--- config.mk ---
export PLATFORM = sky130hd
export DESIGN_NAME = sd_cmd_framer_flat
export DESIGN_NICKNAME = d
export VERILOG_FILES = /design/src/rtl/sd_spi_pkg.sv /design/src/rtl/sd_cmd_framer_if.sv /design/src/rtl/sd_crc7_serial.sv /design/src/rtl/sd_cmd_framer.sv /design/src/flat_wrapper.sv
export SDC_FILE = /design/constraint.sdc
export NUM_CORES = 1
export LEC_CHECK = 0
export CORE_UTILIZATION = 57
export CTS_BUF_LIST = sky130_fd_sc_hd__clkbuf_4 sky130_fd_sc_hd__clkbuf_8
export DETAILED_ROUTE_END_ITERATION = 6
export PLACE_DENSITY_LB_ADDON = 0.05
export SYNTH_ARGS = -nofsm -noshare
export SYNTH_HDL_FRONTEND = slang
export SYNTH_HIERARCHICAL = 1
export SYNTH_SLANG_ARGS = --single-unit
export TNS_END_PERCENT = 50
--- constraint.sdc ---
create_clock -name clk -period 3.79 [get_ports clk]
set_clock_uncertainty 0.1 [all_clocks]
set_input_delay 0.758 -clock clk [delete_from_list [all_inputs] [get_ports clk]]
set_output_delay 0.758 -clock clk [all_outputs]
set_load 0.02 [all_outputs]
--- src/rtl/sd_spi_pkg.sv ---
// Shared types and constants for the SD-card SPI command path.
// Holds the framer state encoding, frame/response lengths and SD command numbers.
package sd_spi_pkg;

  typedef enum logic [2:0] {
    ST_IDLE  = 3'd0,
    ST_CRC   = 3'd1,
    ST_PUSH  = 3'd2,
    ST_START = 3'd3,
    ST_WAIT  = 3'd4
  } state_t;

  localparam logic [5:0] CMD_LEN   = 6'd6;
  localparam logic [5:0] R1_LEN    = 6'd1;
  localparam logic [5:0] R3_R7_LEN = 6'd5;
  localparam logic [6:0] CRC7_POLY = 7'h09;

  localparam logic [5:0] CMD0   = 6'd0;
  localparam logic [5:0] CMD8   = 6'd8;
  localparam logic [5:0] CMD17  = 6'd17;
  localparam logic [5:0] CMD55  = 6'd55;
  localparam logic [5:0] ACMD41 = 6'd41;
  localparam logic [5:0] CMD58  = 6'd58;

  // R7 (CMD8) and R3 (CMD58) carry four bytes after the R1 status byte.
  function automatic logic [5:0] resp_len_of(input logic [5:0] idx);
    return ((idx == CMD8) || (idx == CMD58)) ? R3_R7_LEN : R1_LEN;
  endfunction

endpackage

--- src/rtl/sd_cmd_framer_if.sv ---
// Bundle of request, TX-FIFO and SPI-master signals around the command framer.
// Handshake: a request transfers on a clk edge where cmd_valid && cmd_ready.
interface sd_cmd_framer_if;
  import sd_spi_pkg::*;

  logic        cmd_valid;
  logic        cmd_ready;
  logic [5:0]  cmd_index;
  logic [31:0] cmd_arg;
  logic [9:0]  rx_data_len;
  logic [9:0]  tx_data_len;
  logic        fifo_wr_en;
  logic [7:0]  fifo_wr_data;
  logic        fifo_full;
  logic        spi_start;
  logic [5:0]  cmd_length;
  logic [5:0]  response_length;
  logic [9:0]  receive_data_length;
  logic [9:0]  send_data_length;
  logic        spi_busy;
  logic        spi_valid;
  logic        done;
  logic        timeout_err;
  state_t      state_dbg;

  modport slave (
    input  cmd_valid, cmd_index, cmd_arg, rx_data_len, tx_data_len,
    input  fifo_full, spi_busy, spi_valid,
    output cmd_ready, fifo_wr_en, fifo_wr_data, spi_start, cmd_length,
    output response_length, receive_data_length, send_data_length,
    output done, timeout_err, state_dbg
  );

  modport master (
    output cmd_valid, cmd_index, cmd_arg, rx_data_len, tx_data_len,
    output fifo_full, spi_busy, spi_valid,
    input  cmd_ready, fifo_wr_en, fifo_wr_data, spi_start, cmd_length,
    input  response_length, receive_data_length, send_data_length,
    input  done, timeout_err, state_dbg
  );

endinterface

--- src/rtl/sd_crc7_serial.sv ---
// Bit-serial CRC7 (x^7 + x^3 + 1), one message bit per enabled cycle, MSB first.
module sd_crc7_serial
  import sd_spi_pkg::*;
(
  input  logic       clk,
  input  logic       rst,
  input  logic       i_clear,
  input  logic       i_en,
  input  logic       i_bit,
  output logic [6:0] o_crc
);

  logic [6:0] r_crc;
  logic       w_fb;

  assign w_fb  = i_bit ^ r_crc[6];
  assign o_crc = r_crc;

  always_ff @(posedge clk) begin
    if (rst || i_clear) begin
      r_crc <= 7'd0;
    end else if (i_en) begin
      r_crc <= {r_crc[5:0], 1'b0} ^ (w_fb ? CRC7_POLY : 7'd0);
    end
  end

endmodule

--- src/rtl/sd_cmd_framer.sv ---
// Builds the 6-byte SPI-mode SD command frame, feeds the TX byte FIFO and
// supervises the SPI master transfer (start/busy/valid) with a timeout.
module sd_cmd_framer
  import sd_spi_pkg::*;
#(
  parameter int TIMEOUT_CYCLES = 2_000_000,
  parameter int ARG_W          = 32
) (
  input logic             clk,
  input logic             rst,
  sd_cmd_framer_if.slave  bus
);

  localparam int TW = $clog2(TIMEOUT_CYCLES + 1);
  localparam logic [TW-1:0] TMO_LAST = TW'(TIMEOUT_CYCLES - 1);

  state_t           r_state;
  logic [5:0]       r_index;
  logic [ARG_W-1:0] r_arg;
  logic [5:0]       r_bit_cnt;
  logic [2:0]       r_byte_idx;
  logic [TW-1:0]    r_tmo;
  logic             r_cmd_ready;
  logic             r_spi_start;
  logic             r_done;
  logic             r_tmo_err;
  logic [5:0]       r_resp_len;
  logic [9:0]       r_rx_len;
  logic [9:0]       r_tx_len;

  logic [39:0] w_msg;
  logic        w_bit;
  logic [6:0]  w_crc;
  logic [7:0]  w_byte;
  logic        w_tmo_hit;

  assign w_msg     = {2'b01, r_index, r_arg};
  assign w_bit     = w_msg[6'd39 - r_bit_cnt];
  assign w_tmo_hit = (r_tmo == TMO_LAST);

  sd_crc7_serial u_crc (
    .clk     (clk),
    .rst     (rst),
    .i_clear (r_state == ST_IDLE),
    .i_en    (r_state == ST_CRC),
    .i_bit   (w_bit),
    .o_crc   (w_crc)
  );

  always_comb begin
    w_byte = 8'd0;
    case (r_byte_idx)
      3'd0:    w_byte = {2'b01, r_index};
      3'd1:    w_byte = r_arg[31:24];
      3'd2:    w_byte = r_arg[23:16];
      3'd3:    w_byte = r_arg[15:8];
      3'd4:    w_byte = r_arg[7:0];
      3'd5:    w_byte = {w_crc, 1'b1};
      default: w_byte = 8'd0;
    endcase
  end

  // The write strobe must see the current fifo_full, so it is decoded, not registered.
  assign bus.fifo_wr_en          = (r_state == ST_PUSH) && !bus.fifo_full;
  assign bus.fifo_wr_data        = (r_state == ST_PUSH) ? w_byte : 8'd0;
  assign bus.cmd_ready           = r_cmd_ready;
  assign bus.spi_start           = r_spi_start;
  assign bus.cmd_length          = CMD_LEN;
  assign bus.response_length     = r_resp_len;
  assign bus.receive_data_length = r_rx_len;
  assign bus.send_data_length    = r_tx_len;
  assign bus.done                = r_done;
  assign bus.timeout_err         = r_tmo_err;
  assign bus.state_dbg           = r_state;

  always_ff @(posedge clk) begin
    if (rst) begin
      r_state     <= ST_IDLE;
      r_index     <= 6'd0;
      r_arg       <= '0;
      r_bit_cnt   <= 6'd0;
      r_byte_idx  <= 3'd0;
      r_tmo       <= '0;
      r_cmd_ready <= 1'b1;
      r_spi_start <= 1'b0;
      r_done      <= 1'b0;
      r_tmo_err   <= 1'b0;
      r_resp_len  <= 6'd0;
      r_rx_len    <= 10'd0;
      r_tx_len    <= 10'd0;
    end else begin
      r_done    <= 1'b0;
      r_tmo_err <= 1'b0;
      case (r_state)
        ST_IDLE: begin
          if (bus.cmd_valid && r_cmd_ready) begin
            r_index     <= bus.cmd_index;
            r_arg       <= bus.cmd_arg;
            r_rx_len    <= bus.rx_data_len;
            r_tx_len    <= bus.tx_data_len;
            r_resp_len  <= resp_len_of(bus.cmd_index);
            r_cmd_ready <= 1'b0;
            r_bit_cnt   <= 6'd0;
            r_state     <= ST_CRC;
          end
        end
        ST_CRC: begin
          if (r_bit_cnt == 6'd39) begin
            r_byte_idx <= 3'd0;
            r_state    <= ST_PUSH;
          end else begin
            r_bit_cnt <= r_bit_cnt + 6'd1;
          end
        end
        ST_PUSH: begin
          if (!bus.fifo_full) begin
            if (r_byte_idx == 3'd5) begin
              r_spi_start <= 1'b1;
              r_tmo       <= '0;
              r_state     <= ST_START;
            end else begin
              r_byte_idx <= r_byte_idx + 3'd1;
            end
          end
        end
        ST_START: begin
          if (w_tmo_hit) begin
            r_spi_start <= 1'b0;
            r_done      <= 1'b1;
            r_tmo_err   <= 1'b1;
            r_cmd_ready <= 1'b1;
            r_state     <= ST_IDLE;
          end else begin
            r_tmo <= r_tmo + 1'b1;
            if (bus.spi_busy) begin
              r_spi_start <= 1'b0;
              r_state     <= ST_WAIT;
            end
          end
        end
        ST_WAIT: begin
          // A completion in the same cycle as expiry is reported as success.
          if (bus.spi_valid) begin
            r_done      <= 1'b1;
            r_cmd_ready <= 1'b1;
            r_state     <= ST_IDLE;
          end else if (w_tmo_hit) begin
            r_done      <= 1'b1;
            r_tmo_err   <= 1'b1;
            r_cmd_ready <= 1'b1;
            r_state     <= ST_IDLE;
          end else begin
            r_tmo <= r_tmo + 1'b1;
          end
        end
        default: begin
          r_cmd_ready <= 1'b1;
          r_state     <= ST_IDLE;
        end
      endcase
    end
  end

endmodule

--- src/flat_wrapper.sv ---
// flat-port wrapper written by rule: the top's interface ports become plain ports
module sd_cmd_framer_flat import sd_spi_pkg::*;
#(
  parameter int TIMEOUT_CYCLES = 2_000_000,
  parameter int ARG_W          = 32
)
  (clk, rst, bus_cmd_valid, bus_cmd_index, bus_cmd_arg, bus_rx_data_len, bus_tx_data_len, bus_fifo_full, bus_spi_busy, bus_spi_valid, bus_cmd_ready, bus_fifo_wr_en, bus_fifo_wr_data, bus_spi_start, bus_cmd_length, bus_response_length, bus_receive_data_length, bus_send_data_length, bus_done, bus_timeout_err, bus_state_dbg);
  sd_cmd_framer_if bus_i ();
  input logic clk;
  input logic rst;
  input wire logic [$bits(bus_i.cmd_valid)-1:0] bus_cmd_valid;
  input wire logic [$bits(bus_i.cmd_index)-1:0] bus_cmd_index;
  input wire logic [$bits(bus_i.cmd_arg)-1:0] bus_cmd_arg;
  input wire logic [$bits(bus_i.rx_data_len)-1:0] bus_rx_data_len;
  input wire logic [$bits(bus_i.tx_data_len)-1:0] bus_tx_data_len;
  input wire logic [$bits(bus_i.fifo_full)-1:0] bus_fifo_full;
  input wire logic [$bits(bus_i.spi_busy)-1:0] bus_spi_busy;
  input wire logic [$bits(bus_i.spi_valid)-1:0] bus_spi_valid;
  output wire logic [$bits(bus_i.cmd_ready)-1:0] bus_cmd_ready;
  output wire logic [$bits(bus_i.fifo_wr_en)-1:0] bus_fifo_wr_en;
  output wire logic [$bits(bus_i.fifo_wr_data)-1:0] bus_fifo_wr_data;
  output wire logic [$bits(bus_i.spi_start)-1:0] bus_spi_start;
  output wire logic [$bits(bus_i.cmd_length)-1:0] bus_cmd_length;
  output wire logic [$bits(bus_i.response_length)-1:0] bus_response_length;
  output wire logic [$bits(bus_i.receive_data_length)-1:0] bus_receive_data_length;
  output wire logic [$bits(bus_i.send_data_length)-1:0] bus_send_data_length;
  output wire logic [$bits(bus_i.done)-1:0] bus_done;
  output wire logic [$bits(bus_i.timeout_err)-1:0] bus_timeout_err;
  output wire logic [$bits(bus_i.state_dbg)-1:0] bus_state_dbg;
  assign bus_i.cmd_valid = bus_cmd_valid;
  assign bus_i.cmd_index = bus_cmd_index;
  assign bus_i.cmd_arg = bus_cmd_arg;
  assign bus_i.rx_data_len = bus_rx_data_len;
  assign bus_i.tx_data_len = bus_tx_data_len;
  assign bus_i.fifo_full = bus_fifo_full;
  assign bus_i.spi_busy = bus_spi_busy;
  assign bus_i.spi_valid = bus_spi_valid;
  assign bus_cmd_ready = bus_i.cmd_ready;
  assign bus_fifo_wr_en = bus_i.fifo_wr_en;
  assign bus_fifo_wr_data = bus_i.fifo_wr_data;
  assign bus_spi_start = bus_i.spi_start;
  assign bus_cmd_length = bus_i.cmd_length;
  assign bus_response_length = bus_i.response_length;
  assign bus_receive_data_length = bus_i.receive_data_length;
  assign bus_send_data_length = bus_i.send_data_length;
  assign bus_done = bus_i.done;
  assign bus_timeout_err = bus_i.timeout_err;
  assign bus_state_dbg = bus_i.state_dbg;
  sd_cmd_framer #(.TIMEOUT_CYCLES(TIMEOUT_CYCLES), .ARG_W(ARG_W)) u_core (.clk(clk), .rst(rst), .bus(bus_i));
endmodule
# Word-level counts from Yosys, hierarchy flattened
# Index checks and enable logic that the tools add are counted.
[word_totals]
register_bits = 108
in_bits = 64
word_cells = 104
[op_classes]
add_sub_neg = 4
n_lt_le_gt_ge = 1
eq_ne = 22
mux = 41
bitwise = 3
reduce_logical = 19
[ops]
columns = ["cell", "n"]
rows = [
  ["2-to-1 mux 21 bit", 4],
  ["case mux 21 bit (3 select lines)", 1],
  ["case mux 8 bit (6 select lines)", 1],
  ["2-to-1 mux 3 bit", 12],
  ["adder 21 x 1 -> 21 bit, second input constant", 1],
  ["equality test 21 bit, second input constant", 1],
  ["case mux 3 bit (5 select lines)", 1],
  ["equality test 3 x 2 -> 1 bit, second input constant", 4],
  ["equality test 6 bit, second input constant", 2],
  ["2-to-1 mux 6 bit", 2],
  ["case mux 6 bit (2 select lines)", 1],
  ["AND reduction 4 bit", 3],
  ["2-to-1 mux 1 bit", 11],
  ["!= test 2 bit, second input constant", 5],
  ["equality test 3 bit, second input constant", 3],
  ["2-to-1 mux 8 bit", 1],
  ["less-than comparator 6 x 7 -> 1 bit, second input constant", 1],
  ["XOR 7 x 4 -> 7 bit", 1],
  ["adder 6 x 1 -> 6 bit, second input constant", 1],
  ["binary-select mux 1 bit (select 6 bit)", 1],
  ["equality test 3 x 1 -> 1 bit, second input constant", 2],
  ["equality test 6 x 4 -> 1 bit, second input constant", 1],
  ["logical NOT 3 bit", 2],
  ["!= test 3 x 2 -> 1 bit, second input constant", 2],
  ["other kinds (18)", 26],
]

# Depth between registers and ports, before layout
[logic_depth]
ltp_word = 6
depth_mapped = 10
ltp_nobuf = 10

# By module
# Netlist, hierarchy kept.
[modules_own_cells]
columns = ["module", "instances", "cells_per_inst", "area_each_um2", "seq_area_each_um2"]
rows = [
  ["sd_cmd_framer", 1, 612, 4857.2, 1941.9],
  ["sd_crc7_serial", 1, 28, 276.5, 140.1],
]

# Worst setup path before layout
# No wires, ideal clock.
[synth_path]
kind = "register to output"
start = "register u_core.r_state[1] (netlist: u_core/bus.state_dbg[1])"
end = "output port bus_fifo_wr_data[2]"
t_arrival_ps = 1883
path_slack_ps = 1049
stages_incl_launch_ff = 5
n_path_buf = 1
cell_sequence = "dfxtp_1 > clkbuf_1 > nor3b_1 > o21ai_1 > a21oi_1"
[synth_via]
elab_chain_len = 2
[synth_lines]
columns = ["item", "line", "rtl"]
rows = [
  ["start, declared", "sd_cmd_framer.sv:17", "state_t r_state;"],
  ["start signal, assigned", "sd_cmd_framer.sv:78", "r_state <= ST_IDLE;"],
  ["start signal, assigned", "sd_cmd_framer.sv:104", "r_state <= ST_CRC;"],
  ["start signal, assigned", "sd_cmd_framer.sv:110", "r_state <= ST_PUSH;"],
  ["equality test 3 x 2 -> 1 bit", "sd_cmd_framer.sv:65", "assign bus.fifo_wr_data = (r_state == ST_PUSH) ? w_byte : 8'd0;"],
  ["2-to-1 mux 8 bit", "sd_cmd_framer.sv:65", ""],
  ["end, declared", "flat_wrapper.sv:21", "output wire logic [$bits(bus_i.fifo_wr_data)-1:0] bus_fifo_wr_data;"],
]
# No other way between the ends.

# Worst setup path in the final report
[layout_path]
start = "register u_core.r_byte_idx[0]"
end = "output port bus_fifo_wr_data[3]"
[layout_via]
elab_chain_len = 3
[layout_lines]
columns = ["item", "line", "rtl"]
rows = [
  ["start, declared", "sd_cmd_framer.sv:21", "logic [2:0] r_byte_idx;"],
  ["start signal, assigned", "sd_cmd_framer.sv:122", "r_byte_idx <= r_byte_idx + 3'd1;"],
  ["equality test 3 bit, or another cell as far along", "sd_cmd_framer.sv:52", "case (r_byte_idx)"],
  ["case mux 8 bit (6 select lines) *", "sd_cmd_framer.sv:52", ""],
  ["2-to-1 mux 8 bit *", "sd_cmd_framer.sv:65", ""],
]
# Every way passes the cells marked *; elsewhere a longest branch is shown, timed or not.

==> results.txt <==
Starting Density: 58.87%
area grow syn2layout: 22.74%
# DRC: 0
Max clock buf depth: 2
Cell Area, Synth: 5134 um2
worst slack, placed: 670.7 ps
endpoints failing setup: 0
fill count: 686
Synth Area per Inst: 8.021 um2
Cell variety after synth: 63
final wirelength: 12.75 mm
sum of negative setup slack: 0 ps
vias per cell: 5.833
Hold Path Class: flop to flop
filler-free cell count of the finished design: 824
worst hold margin: 364.2 ps
IO buf count: 101
CP max stage delay: 560 ps
share of layout cells above drive strength 1: 6.704%
Worst-Margin Slew: 795.8 ps
row count: 34
P_leak: 2.087 nW
cells after synthesis: 640
die area: 9390 um2
final hold violations: 0
PwrDens: 430.5 nW/um2
Psw: 0.0009265 W
RSZ-0062 raised after global routing: false
Ys Warns: 6
Remaining Overflow, GRT: 0
ys flop type: dfxtp_1
Worst-path clk slew: 110 ps
switching share of power: 34.16%
CP Max Fanout: 13
Worst Path Arrival: 2650 ps
maximum number of pins on one net before global-route repair: 69
antenna violations before repair: 0
FFs w/ async S/R, synth: 0%
Die Wd: 96.90 um
drt pass-1 iters: 5
synthesis-stage register bit count: 104
CP top delay family: compound AO/OA/AOI/OAI gates
VDD IR max: 0.3098 mV
Ports: 112
# diodes: 0
gpl congestion: 0.8919
post-route minimum period: 3509 ps
Final ANT Viol Nets: 0
worst path required time: 2930 ps
CP cell instances: inv_1 -> ha_1 -> a222oi_1 -> nor2_1 -> a221oi_1 -> nor2_1 -> clkdlybuf4s50_1
Final Max Tran Viols: 0
Num CTS Buffers: 9
crit-path most repeated cell: nor2_1
Clock Latency Late Sink: 370 ps
GR Util All Layers: 26.98%
htree depth: 3
crit start category: flop
placed cells: 807
first-pass GRT wire length: 20.96 mm
post-CTS repair timing setup buffer count: 0
Final nets: 784
Die Ht: 96.90 um
relative slew slack: 46.54%
Clk Tree Root Cell: clkbuf_8
outcome: finished clean
DR iter-0 viols: 334
CTS tree: done
number of synthesized flops with an enable pin: 0
HPWL Detailed: 9.082 mm
core area: 8721 um2
Clk pwr share: 25.0%
Logic pwr share: 27.3%
average wire per standard cell: 15.48 um
Crit-path slowest cell: clkdlybuf4s50_1
Period Utilization, post-route: 92.59%
Buf/Inv on CP: 2
final worst slack: 280.7 ps
Flop pwr share: 47.7%
Max Freq: 285.0 MHz
critical path endpoint category: output pin
Seq/Total Area, Yosys: 40.56%
MaxCap Viol Count: 0
clock sinks: 104
vias in the first global route: 4,446
post_cts resized: 0
via count: 4,806
WS Path Type: flop to output pin
# hold bufs at CTS: 0
cell internal pwr: 0.001786 W
-- worst register-to-register path, cell delays in order (launching register included) --
cell and delay, ps:
dfxtp_1 690, buf_4 290, mux4_2 500, nor2_1 120, o31ai_1 90, o21bai_1 150, a21o_1 200, xnor2_1 160
or4b_1 470, nand3_1 70
-- logic make-up after synthesis --
family                   share of synthesized area [%]
AND/OR/NAND/NOR                                  23.93
XOR/XNOR                                         2.559
AO/OA/AOI/OAI                                    18.01
multiplexers                                     6.386
buffers and inverters                            6.215
other                                           0.1463
adder cells (fa/ha/maj)                          2.194
flip-flops                                       40.56
-- final timing paths --
path	startpoint	end	slack, ps	depth (start not counted)
worst min-delay path	u_core/bus.send_data_length[6]	u_core/bus.send_data_length[6]	360	2
worst min register to register	u_core/bus.send_data_length[6]	u_core/bus.send_data_length[6]	360	2
worst max register to register	u_core/r_bit_cnt[0]	u_core/u_crc/o_crc[3]	910	9
worst max-delay path	u_core/r_byte_idx[0]	bus_fifo_wr_data[3]	280	7
-- synth_stat cells (2+ instances only) --
library cell,instances,area [um2]
mux2i_1,8,80.08
inv_1,10,37.54
xnor2_1,12,105.1
nor2_1,40,150.1
buf_4,10,75.07
or4_1,6,45.04
or3b_1,2,17.52
a311oi_1,2,17.52
nor3_1,9,45.04
conb_1,2,7.510
nand2b_1,5,31.28
a222oi_1,5,50.05
clkbuf_1,28,105.1
and3_1,7,43.79
or3_1,7,43.79
or4b_1,2,20.02
a221oi_1,7,61.31
o211ai_1,3,22.52
mux4_2,6,135.1
buf_1,3,11.26
a31oi_1,2,12.51
nor4b_1,2,17.52
a22oi_1,2,15.01
ha_1,9,112.6
nor4_1,8,50.05
nand4_1,7,43.79
mux2_2,9,101.4
o21ai_1,10,50.05
o22ai_1,2,12.51
o31ai_1,6,45.04
o21ai_0,6,30.03
nand3b_1,3,22.52
o22a_1,2,17.52
nand3_1,14,70.07
a22o_1,2,17.52
buf_2,15,75.07
dfxtp_1,104,2082
xor2_1,3,26.28
nand2_1,143,536.8
a21oi_1,88,440.4
a211oi_1,3,22.52
and3b_1,2,17.52
nor2b_1,3,18.77
a31o_1,2,17.52
-- layout by cell type (no fill, tap or decap), types with 8 or more instances in the layout --
cell | synthesis | layout
nand2_1 | 143 | 143
dfxtp_1 | 104 | 104
clkdlybuf4s50_1 | 0 | 100
a21oi_1 | 88 | 88
nor2_1 | 40 | 40
nand3_1 | 14 | 13
xnor2_1 | 12 | 12
clkbuf_8 | 0 | 10
inv_1 | 10 | 10
o21ai_1 | 10 | 10
conb_1 | 2 | 10
nor3_1 | 9 | 9
mux2_2 | 9 | 9
ha_1 | 9 | 9
mux2i_1 | 8 | 8
nor4_1 | 8 | 8
-- through the flow --
| step | total power (W) | cell area [um2] | utilization [%] |
|---|---|---|---|
| finish | 0.002712 | 6301 | 72.25 |
| global route | 0.002852 | 6301 | 72.25 |
| floorplan | 0.001792 | 5164 | - |
| CTS | 0.002729 | 6294 | 72.17 |
| global placement | 0.002025 | 6098 | 69.93 |
| detailed placement | 0.002048 | 6098 | 69.93 |
-- power groups by stage --
stage	registers, W	clock network [W]	logic (W)
final	0.00129	0.000678	0.000742
after global routing	0.00131	0.000738	0.000805
after CTS	0.00129	0.000702	0.000735
after detailed placement	0.00132	0	0.000731
after global placement	0.00131	0	0.000711
after floorplan	0.00130	0	0.000489
-- routing by layer --
layer	GRT usage, %	share of wire [%]	vias up
li1	-	-	2370
met1	35.92	45	2232
met2	44.15	47	188
met3	5.925	7.2	16
met4	7.463	1.2	0
met5	0	0	-
-- sequential cells by signal (all words and copies together), names as in the netlist --
register	cells
u_core/bus.timeout_err	1
u_core/bus.cmd_ready	1
u_core/bus.done	1
u_core/r_index	6
u_core/bus.state_dbg	3
u_core/u_crc/o_crc	7
u_core/r_tmo	21
u_core/bus.receive_data_length	10
u_core/r_bit_cnt	6
u_core/bus.spi_start	1
u_core/r_arg	32
u_core/r_byte_idx	3
u_core/bus.response_length	2
u_core/bus.send_data_length	10
-- layout make-up --
type	instances	area, um2	share of cell area [%]
Multi-Input combinational cell	476	2769	43.94
Sequential cell	104	2082	33.04
Timing Repair Buffer	109	1079	17.12
Inverter	11	41.29	0.6553
Clock buffer	10	137.6	2.184
Tap cell	108	135.1	2.145
Clock inverter	6	57.56	0.9134
Power figures use the tool's default switching activity.
